$ cat src/rtl/keypad_pkg.sv
// Shared state encoding, key codes and digit-range constants for the keypad code lock.
// Definitions only: no logic, no latency, no flow control.
package keypad_pkg;

   // One-hot so each status output is a direct decode of a single state bit.
   typedef enum logic [3:0] {
      ST_ENTRY    = 4'b0001,
      ST_UNLOCKED = 4'b0010,
      ST_ERROR    = 4'b0100,
      ST_LOCKOUT  = 4'b1000
   } lock_state_t;

   localparam logic [3:0] KEY_ENTER  = 4'hF;
   localparam logic [3:0] DIGIT_MIN  = 4'd0;
   localparam logic [3:0] DIGIT_MAX  = 4'd9;
   localparam logic [2:0] MAX_DIGITS = 3'd4;

   // Unsigned wrap lets one compare cover both ends of the digit range.
   function automatic logic is_digit(input logic [3:0] key);
      return (key - DIGIT_MIN) <= (DIGIT_MAX - DIGIT_MIN);
   endfunction

endpackage

$ cat src/rtl/keypad_debounce.sv
// Key debouncer: accept is combinational and marks the edge completing a stable-high run.
// Latency DEBOUNCE_CYCLES; no backpressure, re-arms only after a stable-low run of equal length.
module keypad_debounce #(
   parameter logic [15:0] DEBOUNCE_CYCLES = 16'd50000
) (
   input  logic clk,
   input  logic reset,
   input  logic dav,
   output logic accept
);

   localparam logic [15:0] LAST = DEBOUNCE_CYCLES - 16'd1;

   logic        armed;
   logic [15:0] run;
   logic        run_done;

   assign run_done = (run == LAST);
   assign accept   = armed && dav && run_done;

   // When armed we time a high run (to accept); when disarmed we time a low run (to re-arm).
   // Any sample in the other direction restarts the run, so short glitches never count.
   always_ff @(posedge clk) begin
      if (reset) begin
         armed <= 1'b0;
         run   <= '0;
      end else if (armed == dav) begin
         if (run_done) begin
            armed <= ~armed;
            run   <= '0;
         end else begin
            run   <= run + 16'd1;
         end
      end else begin
         run <= '0;
      end
   end

endmodule

$ cat src/rtl/keypad_code_lock.sv
// Four-digit keypad code lock with fail counting, timed unlock/error hold and lockout.
// Status changes one cycle after key acceptance; no backpressure, keys outside ENTRY are dropped.
module keypad_code_lock
   import keypad_pkg::*;
#(
   parameter logic [15:0] DEBOUNCE_CYCLES = 16'd50000,
   parameter logic [15:0] CODE            = 16'h1234,
   parameter logic [31:0] HOLD_CYCLES     = 32'd50_000_000,
   parameter logic [31:0] LOCKOUT_CYCLES  = 32'd500_000_000,
   parameter int          MAX_FAILS       = 3
) (
   input  logic        clk,
   input  logic        reset,
   input  logic [3:0]  d,
   input  logic        dav,
   output logic [15:0] digits,
   output logic [2:0]  count,
   output logic        key_valid,
   output logic        unlocked,
   output logic        error,
   output logic        locked_out
);

   localparam int FW = $clog2(MAX_FAILS + 1);

   lock_state_t   state_q, state_d;
   logic [15:0]   digits_q, digits_d;
   logic [2:0]    count_q, count_d;
   logic [FW-1:0] fail_q, fail_d, fail_inc;
   logic [31:0]   dwell_q, dwell_d;
   logic          accept;

   keypad_debounce #(
      .DEBOUNCE_CYCLES(DEBOUNCE_CYCLES)
   ) u_debounce (
      .clk    (clk),
      .reset  (reset),
      .dav    (dav),
      .accept (accept)
   );

   assign fail_inc = fail_q + 1'b1;

   always_ff @(posedge clk) begin
      if (reset) begin
         state_q   <= ST_ENTRY;
         digits_q  <= '0;
         count_q   <= '0;
         fail_q    <= '0;
         dwell_q   <= '0;
         key_valid <= 1'b0;
      end else begin
         state_q   <= state_d;
         digits_q  <= digits_d;
         count_q   <= count_d;
         fail_q    <= fail_d;
         dwell_q   <= dwell_d;
         key_valid <= accept;
      end
   end

   always_comb begin
      state_d  = state_q;
      digits_d = digits_q;
      count_d  = count_q;
      fail_d   = fail_q;
      dwell_d  = dwell_q;
      case (state_q)
         ST_ENTRY: begin
            dwell_d = '0;
            // Unknown or A-E keys fall through both tests and leave everything unchanged.
            if (accept) begin
               if (is_digit(d)) begin
                  if (count_q < MAX_DIGITS) begin
                     digits_d = {digits_q[11:0], d};
                     count_d  = count_q + 3'd1;
                  end
               end else if (d == KEY_ENTER) begin
                  digits_d = '0;
                  count_d  = '0;
                  if ((count_q == MAX_DIGITS) && (digits_q == CODE)) begin
                     state_d = ST_UNLOCKED;
                     fail_d  = '0;
                  end else begin
                     fail_d  = fail_inc;
                     state_d = (fail_inc == FW'(MAX_FAILS)) ? ST_LOCKOUT : ST_ERROR;
                  end
               end
            end
         end
         ST_UNLOCKED, ST_ERROR: begin
            if (dwell_q == HOLD_CYCLES - 32'd1) begin
               state_d = ST_ENTRY;
               dwell_d = '0;
            end else begin
               dwell_d = dwell_q + 32'd1;
            end
         end
         ST_LOCKOUT: begin
            if (dwell_q == LOCKOUT_CYCLES - 32'd1) begin
               state_d = ST_ENTRY;
               dwell_d = '0;
               fail_d  = '0;
            end else begin
               dwell_d = dwell_q + 32'd1;
            end
         end
         default: begin
            state_d  = ST_ENTRY;
            digits_d = '0;
            count_d  = '0;
            dwell_d  = '0;
         end
      endcase
   end

   always_comb begin
      digits     = digits_q;
      count      = count_q;
      unlocked   = (state_q == ST_UNLOCKED);
      error      = (state_q == ST_ERROR);
      locked_out = (state_q == ST_LOCKOUT);
   end

endmodule

$ cat config.mk
export PLATFORM = sky130hd
export DESIGN_NAME = keypad_code_lock
export DESIGN_NICKNAME = d
export VERILOG_FILES = /design/src/rtl/keypad_pkg.sv /design/src/rtl/keypad_debounce.sv /design/src/rtl/keypad_code_lock.sv
export SDC_FILE = /design/constraint.sdc
export NUM_CORES = 1
export LEC_CHECK = 0
export BUFFER_PORTS_ARGS = -buffer_cell sky130_fd_sc_hd__buf_2
export CORE_MARGIN = 1
export CORE_UTILIZATION = 60
export CTS_CLUSTER_SIZE = 28
export DETAILED_ROUTE_END_ITERATION = 16
export PLACE_DENSITY = 0.83
export SETUP_SLACK_MARGIN = 0.5
export SKIP_LAST_GASP = 1
export SLEW_MARGIN = 20
export SYNTH_ARGS = -nofsm -noshare
export SYNTH_HDL_FRONTEND = slang
export SYNTH_HIERARCHICAL = 1
export SYNTH_SLANG_ARGS = --single-unit
$ cat constraint.sdc
create_clock -name clk -period 4.7 [get_ports clk]
set_input_delay 0.94 -clock clk [delete_from_list [all_inputs] [get_ports clk]]
set_output_delay 0.94 -clock clk [all_outputs]
set_load 0.02 [all_outputs]
=== After elaboration in Yosys (flattened, before gate mapping) ===
Index checks and enable logic that the tools add are counted.

* Register bits after elaboration: 75
* Latch bits: 0
* Memory bits (writable): 0
* Memory bits (read-only): 0
* Input bits: 7
* Memories: 0

* $add $sub $neg: 4
* $mul: 0
* Div/mod/pow operators: 0
* Order comparisons: 2
* Equal/unequal tests: 19
* Shifts and indexed selects: 0
* Multiplexer cells: 27
* Bitwise gates (word level): 3
* Reduce and logical (&&, ||, !) cells: 11

{| class="wikitable"
|+ Operator list
! operator !! count
|-
| two-way mux 16 bit || 4
|-
| two-way mux 32 bit || 2
|-
| one-hot mux 32 bit (2 select lines) || 1
|-
| adder 32 x 1 -> 32 bit (second input constant) || 1
|-
| == test 32 x 26 -> 1 bit (second input constant) || 1
|-
| == test 32 x 29 -> 1 bit (second input constant) || 1
|-
| one-hot mux 16 bit (2 select lines) || 1
|-
| two-way mux 4 bit || 7
|-
| adder 16 x 1 -> 16 bit (second input constant) || 1
|-
| == test 16 x 13 -> 1 bit (second input constant) || 1
|-
| == test 16 bit (second input constant) || 1
|-
| two-way mux 3 bit || 4
|-
| one-hot mux 4 bit (3 select lines) || 1
|-
| two-way mux 2 bit || 5
|-
| AND reduction 5 bit || 2
|-
| == test 4 bit (second input constant) || 2
|-
| inequality test 2 bit (second input constant) || 4
|-
| inequality test 3 bit (second input constant) || 2
|-
| one-hot mux 3 bit (2 select lines) || 1
|-
| OR reduction 3 bit || 2
|-
| == test 4 x 1 -> 1 bit (second input constant) || 1
|-
| == test 4 x 2 -> 1 bit (second input constant) || 1
|-
| == test 4 x 3 -> 1 bit (second input constant) || 1
|-
| less-or-equal comparator 4 bit (second input constant) || 1
|-
| other kinds (14) || 18
|}

=== Depth between registers and ports, before layout ===
Gate-level depths: netlist of the first run.

* Depth after elaboration: 8
* Mapped depth: 11

=== Modules after synthesis ===
Netlist of the first run, hierarchy kept.

{| class="wikitable"
|+ By module, submodules not included
! module !! instances !! cells each !! area an instance (um^2) !! seq. area each (um^2)
|-
| keypad_code_lock || 1 || 314 || 2708.8 || 1161.1
|-
| keypad_debounce || 1 || 88 || 815.8 || 340.3
|}

=== Least setup slack after synthesis of the first run ===
No wires, ideal clock.

* Path kind: reg-to-reg
* From: register u_debounce.run[6]
* To: register digits_q[11] (netlist: digits[11])
* Setup time: 0.070 ns
* Data arrival time: 2.322 ns
* Slack: 2.308 ns
* Cell stages (with the launch flop): 10
* Path buffers: 1
* Clock period less this slack: 2.392 ns
* Path through: dfxtp_1 or4b_4 nor4_2 and2_2 nor2b_1 a22oi_1 a211oi_2 buf_2 nand3_1 a21oi_1

* Longest elaborated chain between the ends: 4

{| class="wikitable"
|+ RTL lines
! item !! RTL line !! source
|-
| start: declaration || keypad_debounce.sv:15 || <nowiki>logic [15:0] run;</nowiki>
|-
| start signal: assignment || keypad_debounce.sv:32 || <nowiki>run <= run + 16'd1;</nowiki>
|-
| == test 16 bit || keypad_debounce.sv:18 || <nowiki>assign run_done = (run == LAST);</nowiki>
|-
| logical AND 1 bit || keypad_debounce.sv:19 || <nowiki>assign accept = armed && dav && run_done;</nowiki>
|-
| via accept || keypad_code_lock.sv:31 || <nowiki>logic accept;</nowiki>
|-
| inequality test 2 bit (no line) || -- ||
|-
| AND reduction 4 bit (no line) || -- ||
|-
| end signal: assignment || keypad_code_lock.sv:54 || <nowiki>digits_q <= digits_d;</nowiki>
|-
| end: declaration || keypad_code_lock.sv:27 || <nowiki>logic [15:0] digits_q, digits_d;</nowiki>
|}

The timed path passes the listed nets, and every way through them passes these cells.
A chain may end at the register's enable or synchronous reset.

=== Worst setup path in the final report of the first run ===
* From: register u_debounce.run[0]
* To: register digits_q[4] (netlist: digits[4])

The elaborated chain is that of the path after synthesis.

==> results.json, run 1 <==
{
  "outcome": "completed",
  "drt.antenna.violating_nets": 0,
  "power.share.clock": 0.432,
  "die_area_um2": 6190,
  "grt_max_degree": 33,
  "met3_usage": 0.0488,
  "yosys.area.top_type": "dfxtp_1",
  "required_ns": 4.98,
  "grt_overflow": 0,
  "io_buffers": 29,
  "netlist.area_leader.share": 0.426,
  "post-route-min-period_ns": 3.03,
  "cts_buffer_depth": 2,
  "clkTransAtPathRegs_ns": 0.08,
  "crit_fanout": 17,
  "worstPathArrival_ns": 3.30,
  "worstPathCellList": "ha_1 > nand3_1 > nor4_2 > and2_2 > nor2b_1 > a22oi_1 > a211oi_2 > nand3_1 > a21oi_1",
  "synth-seq-cells": 75,
  "yosysUniqueCellTypes": 50,
  "setup_tns_ns": 0,
  "drtIter0Drc": 245,
  "ctsHtreeMaxLevel": 3,
  "critPathTopFamily": "compound AO/OA/AOI/OAI gates",
  "ys_warn_count": 6,
  "critPathLaunchType": "flip-flop",
  "area_delta_synth_final_pct": 9.66,
  "wirelength_mm": 7.24,
  "die_w_um": 78.6,
  "die_y_um": 78.6,
  "synthFlopType": "dfxtp_1",
  "p_leak_nw": 1.26,
  "first_global_vias": 2632,
  "synth_area_um2": 3520,
  "antenna_found_initial": 0,
  "grt_pass1_wl_mm": 12.1,
  "dr.pass1.iters": 5,
  "power_frac_comb": 0.014,
  "dp.final_hpwl_mm": 4.83,
  "diodes": 0,
  "seq_power_share": 0.554,
  "intPower_mw": 0.897,
  "synth_area_leaders": "dfxtp_1 43%, xnor2_1 8.4%, nor2_1 6.3%",
  "cts_root_buf": "clkbuf_8",
  "drv_cap": 0,
  "synth-edff-count": 0,
  "hp-class": "reg2reg",
  "rows": 27,
  "synth-async-reset-ratio": 0,
  "syn_area_per_cell_um2": 8.77,
  "seq_area_frac_synth": 0.426,
  "critPathBufInv": 0,
  "holdBufCountCts": 0,
  "cp-end-kind": "flip-flop",
  "slew_violations": 0,
  "setup_viol": 0,
  "vias": 2939,
  "postSynthCellCount": 402,
  "clk_latency_ns": 0.35,
  "fin_skew_ns": 0.00441,
  "fin_crit_sh": 0.644,
  "max_freq_ghz": 0.331,
  "start_util": 0.632,
  "fin_nets": 442,
  "post_cts_buffers": 0,
  "hold_ws_ns": 0.450,
  "crit_path_max_incr_delay_ns": 0.92,
  "rsz0062_at_grt": "no",
  "power.density_nw_per_um2": 297,
  "swShare": 0.219,
  "worst_pin_slew_ns": 1.07,
  "wl_per_cell_um": 14.3,
  "cp_slowest_cell": "a211oi_2",
  "p_sw_mw": 0.251,
  "cts_tree": "yes",
  "synth_nets": 415,
  "cts.sinks": 75,
  "ir_drop_v": 0.000153,
  "gp_congestion": 0.855,
  "cts_buffers": 9,
  "num_io_pins": 30,
  "use_met2": 0.375,
  "avgViaCountPerCell": 5.81,
  "finalPower_mw": 1.15,
  "drc": 0,
  "crit_type": "reg2reg",
  "grtUsageTotal": 0.247,
  "cp_common_cell": "nand3_1",
  "core_area_um2": 5570,
  "post_cts_resized": 0,
  "met1_usage": 0.336,
  "drive_gt1_frac": 0.141,
  "busiest_layer": "met2",
  "hold_viol": 0,
  "slew_headroom": 0.283
}
flip-flops by register name, indices dropped and copies added (netlist names):
signal	cells
u_debounce/armed	1
fail_q	2
dwell_q	32
count	3
u_debounce/run	16
digits	16
key_valid	1
state_q	4
placed cells by master, fill, tap and decap left out, drive strengths merged, types with 5 or more instances in the layout:
| cell | netlist | final |
|---|---|---|
| nand4 | 13 | 13 |
| or3 | 5 | 5 |
| and4 | 6 | 6 |
| a21oi | 18 | 18 |
| nor4 | 15 | 15 |
| nor4b | 6 | 6 |
| dfxtp | 75 | 75 |
| clkbuf | 3 | 11 |
| ha | 6 | 6 |
| nor3 | 14 | 14 |
| buf | 11 | 30 |
| nand3 | 33 | 33 |
| xnor2 | 34 | 34 |
| nor2 | 63 | 63 |
| xor2 | 11 | 11 |
| inv | 14 | 14 |
| nand2 | 33 | 33 |
cell families after synthesis:
kind of cell,Yosys count,share of synthesized area
flops,75,0.426
compound gates,30,0.0529
xor+xnor,45,0.112
fa+ha+maj,6,0.0213
buf+inv,28,0.0422
simple gates,218,0.346
Yosys cell counts, types with 2 or more instances:
cell type / number
nor4_1: 10
a22oi_1: 3
nor2_2: 4
buf_6: 2
nand2_1: 33
o22ai_1: 2
and3_1: 3
nor2_1: 59
buf_2: 7
xnor2_1: 34
and2_1: 2
nand3_1: 32
nor3b_1: 2
or3_1: 5
nand4bb_1: 3
nor4_2: 3
dfxtp_1: 75
o21ai_0: 2
nor2b_1: 4
ha_1: 6
nand2b_1: 2
xor2_1: 11
nor4b_1: 5
nor3_1: 14
nand3b_1: 2
clkbuf_1: 3
inv_1: 14
nand4_1: 13
a21oi_1: 18
nor4_4: 2
and4_1: 6
nor4bb_1: 2
nand4b_1: 2
final timing paths:
check / from / endpoint / slack [ns] / cells after the start
hold reg to reg: dwell_q[0] / dwell_q[0] / 0.45 / 1
setup / recovery: u_debounce/run[0] / digits[4] / 1.67 / 9
setup reg to reg: u_debounce/run[0] / digits[4] / 1.67 / 9
hold / removal: dwell_q[0] / dwell_q[0] / 0.45 / 1
power by group through the flow:
stage               logic [mW]  clock network (mW)  registers (mW)
floorplan               0.0133                   0           0.651
global placement        0.0155                   0           0.651
detailed placement      0.0158                   0           0.651
CTS                     0.0157               0.501           0.636
global route            0.0175               0.533           0.636
finish                  0.0160               0.496           0.636
routing by layer:
metal / routed length (µm) / up-vias / share of wire
met5: 0 / - / 0
met2: 3360 / 86 / 0.46
met4: 114 / 0 / 0.016
met3: 368 / 14 / 0.051
li1: - / 1455 / -
met1: 3410 / 1384 / 0.47
through the flow:
stage | area (µm²) | util | instances | setup WS [ns]
after floorplan | 3520 | - | 402 | 2.31
after detailed placement | 3670 | 0.659 | 490 | 1.70
after CTS | 3860 | 0.693 | 506 | 1.67
after global placement | 3670 | 0.659 | 490 | 1.86
final | 3860 | 0.693 | 506 | 1.67
after global routing | 3860 | 0.693 | 506 | 1.35
cell type report:
cell class | count | area [µm²]
flip-flops and latches | 75 | 1500
multi-input cells | 299 | 1870
well taps | 72 | 90.1
repair buffers | 30 | 153
clock inverters | 5 | 52.6
inverters | 14 | 52.6
fillers | 427 | 1710
clock buffers | 11 | 141
No activity file was read; power rests on OpenSTA's default activity.
==> run 2: changes to the inputs <==
--- a/config.mk
+++ b/config.mk
@@ -7,10 +7,10 @@
 export LEC_CHECK = 0
 export BUFFER_PORTS_ARGS = -buffer_cell sky130_fd_sc_hd__buf_2
 export CORE_MARGIN = 1
-export CORE_UTILIZATION = 60
+export CORE_UTILIZATION = 59
 export CTS_CLUSTER_SIZE = 28
 export DETAILED_ROUTE_END_ITERATION = 16
-export PLACE_DENSITY = 0.83
+export PLACE_DENSITY = 0.82
 export SETUP_SLACK_MARGIN = 0.5
 export SKIP_LAST_GASP = 1
 export SLEW_MARGIN = 20
==> constraint.sdc (replaced) <==
create_clock -name clk -period 3 [get_ports clk]
set_input_delay 0.6 -clock clk [delete_from_list [all_inputs] [get_ports clk]]
set_output_delay 0.6 -clock clk [all_outputs]
set_load 0.02 [all_outputs]
==> run 2 against run 1 <==
Clock skew up 0.0022 ns. Hold slack gained 0.00067 ns. Total power grew 64%. Die area up 1.6%. Worst setup slack worse by 1.1 ns. Via count is 2.1% higher. Sequential cell count is the same. Final cell count is 0.79% higher.
==> results.json, run 2 (synthesized netlist as in run 1, its figures left out) <==
{
  "outcome": "completed",
  "grt_max_degree": 33,
  "worstPathArrival_ns": 2.70,
  "largest_reg_flops": 32,
  "power.density_nw_per_um2": 474,
  "rsz0062_at_grt": "no",
  "r2r_setup_slack_ns": 0.57,
  "drv_cap": 0,
  "max_freq_ghz": 0.412,
  "wl_per_cell_um": 14.7,
  "setup_viol": 0,
  "fin_skew_ns": 0.00661,
  "grt_pass1_wl_mm": 12.2,
  "clkTransAtPathRegs_ns": 0.08,
  "antenna_found_initial": 0,
  "die_w_um": 79.3,
  "core_area_um2": 5640,
  "clk_latency_ns": 0.34,
  "cts_buffer_depth": 2,
  "rows": 27,
  "diodes": 0,
  "hp-class": "reg2reg",
  "die_area_um2": 6290,
  "gp_congestion": 0.858,
  "drive_gt1_frac": 0.174,
  "required_ns": 3.27,
  "drc": 0,
  "hold_viol": 0,
  "drtIter0Drc": 228,
  "finalPower_mw": 1.89,
  "wirelength_mm": 7.47,
  "crit_fanout": 8,
  "holdBufCountCts": 0,
  "worstPathCellList": "or4b_4 > nor4_4 > and2_4 > nor2b_1 > a22oi_2 > a211oi_2 > buf_4 > nand3_1 > a21oi_1",
  "intPower_mw": 1.51,
  "start_util": 0.625,
  "swShare": 0.200,
  "cts.sinks": 75,
  "p_leak_nw": 1.32,
  "power_frac_comb": 0.014,
  "slew_headroom": 0.357,
  "cts_root_buf": "clkbuf_8",
  "critPathLaunchType": "flip-flop",
  "cts_tree": "yes",
  "cp-end-kind": "flip-flop",
  "grt_overflow": 0,
  "crit_path_max_incr_delay_ns": 0.58,
  "drt.antenna.violating_nets": 0,
  "power.share.clock": 0.458,
  "cp_slowest_cell": "or4b_4",
  "setup_tns_ns": 0,
  "dp.final_hpwl_mm": 4.77,
  "die_y_um": 79.3,
  "critPathBufInv": 1,
  "num_io_pins": 30,
  "p_sw_mw": 0.377,
  "final_common_cell": "dfxtp_1",
  "ctsHtreeMaxLevel": 3,
  "regMostFlops": "dwell_q",
  "avgViaCountPerCell": 5.88,
  "grtUsageTotal": 0.250,
  "io_buffers": 29,
  "area_delta_synth_final_pct": 13.1,
  "fin_crit_sh": 0.809,
  "seq_power_share": 0.528,
  "ir_drop_v": 0.000342,
  "worst_pin_slew_ns": 0.955,
  "post-route-min-period_ns": 2.43,
  "crit_type": "reg2reg",
  "first_global_vias": 2653,
  "dr.pass1.iters": 5,
  "critPathTopFamily": "simple AND/OR/NAND/NOR gates",
  "mostFrequentLayoutCells": "71 x dfxtp_1, 58 x nor2_1, 34 x xnor2_1, 33 x nand2_1, 31 x nand3_1",
  "cts_buffers": 9,
  "vias": 3000,
  "slew_violations": 0,
  "fin_nets": 446,
  "final.fill_count": 423
}
## run 2: final cells by class
class	count	area, µm²	area share
clock buffers	11	151	0.0380
clock inverters	5	75.1	0.0188
inverters	14	52.6	0.0132
multi-input cells	300	1930	0.484
flip-flops and latches	75	1510	0.378
well taps	72	90.1	0.0226
repair buffers	33	179	0.0449
## run 2: worst paths after layout
path                            from           endpoint  depth (start not counted)
setup / recovery  u_debounce/run[10]         digits[13]                          9
hold / removal     u_debounce/run[0]  u_debounce/run[0]                          1
setup reg to reg  u_debounce/run[10]         digits[13]                          9
hold reg to reg    u_debounce/run[0]  u_debounce/run[0]                          1
## run 2: power by group through the flow
stage	clock (mW)	combinational [mW]	sequential, mW
2_1_floorplan	0	0.0209	1.02
3_3_place_gp	0	0.0243	1.02
3_5_place_dp	0	0.0246	1.02
4_1_cts	0.879	0.0248	0.997
5_1_grt	0.923	0.0286	0.997
6_report	0.866	0.0262	0.997
## run 2: per-stage QoR
step / hold slack (ns) / setup slack [ns] / std cells / area, µm² / util
4_1_cts: 0.459 / 0.509 / 507 / 3920 / 0.695
6_report: 0.451 / 0.572 / 510 / 3990 / 0.707
3_3_place_gp: 0.432 / 0.487 / 491 / 3680 / 0.652
5_1_grt: 0.467 / 0.475 / 510 / 3990 / 0.707
2_1_floorplan: 0.418 / 0.608 / 402 / 3520 / -
3_5_place_dp: 0.442 / 0.362 / 491 / 3680 / 0.652
## run 2: metal layers
| metal | up-vias | track usage | routed length (µm) | share of wire |
|---|---|---|---|---|
| met5 | - | 0 | 0 | 0 |
| met2 | 129 | 0.406 | 3420 | 0.46 |
| li1 | 1468 | - | - | - |
| met1 | 1388 | 0.311 | 3300 | 0.44 |
| met3 | 15 | 0.0793 | 625 | 0.084 |
| met4 | 0 | 0.0891 | 119 | 0.016 |
## run 2: worst reg2reg max path: stages (launching register included)
cell and delay, ns:
dfxtp_2 0.35, or4b_4 0.58, nor4_4 0.17, and2_4 0.20
nor2b_1 0.15, a22oi_2 0.11, a211oi_2 0.29, buf_4 0.22
nand3_1 0.10, a21oi_1 0.18
## run 2: what timing repair did
| action | CTS | global route |
|---|---|---|
| endpoints found under the setup margin | 19 | 42 |
| buffers inserted | 0 | 1 |
| resized for setup | 4 | 14 |
| cloned | 0 | 2 |
| pin swaps | 0 | 3 |
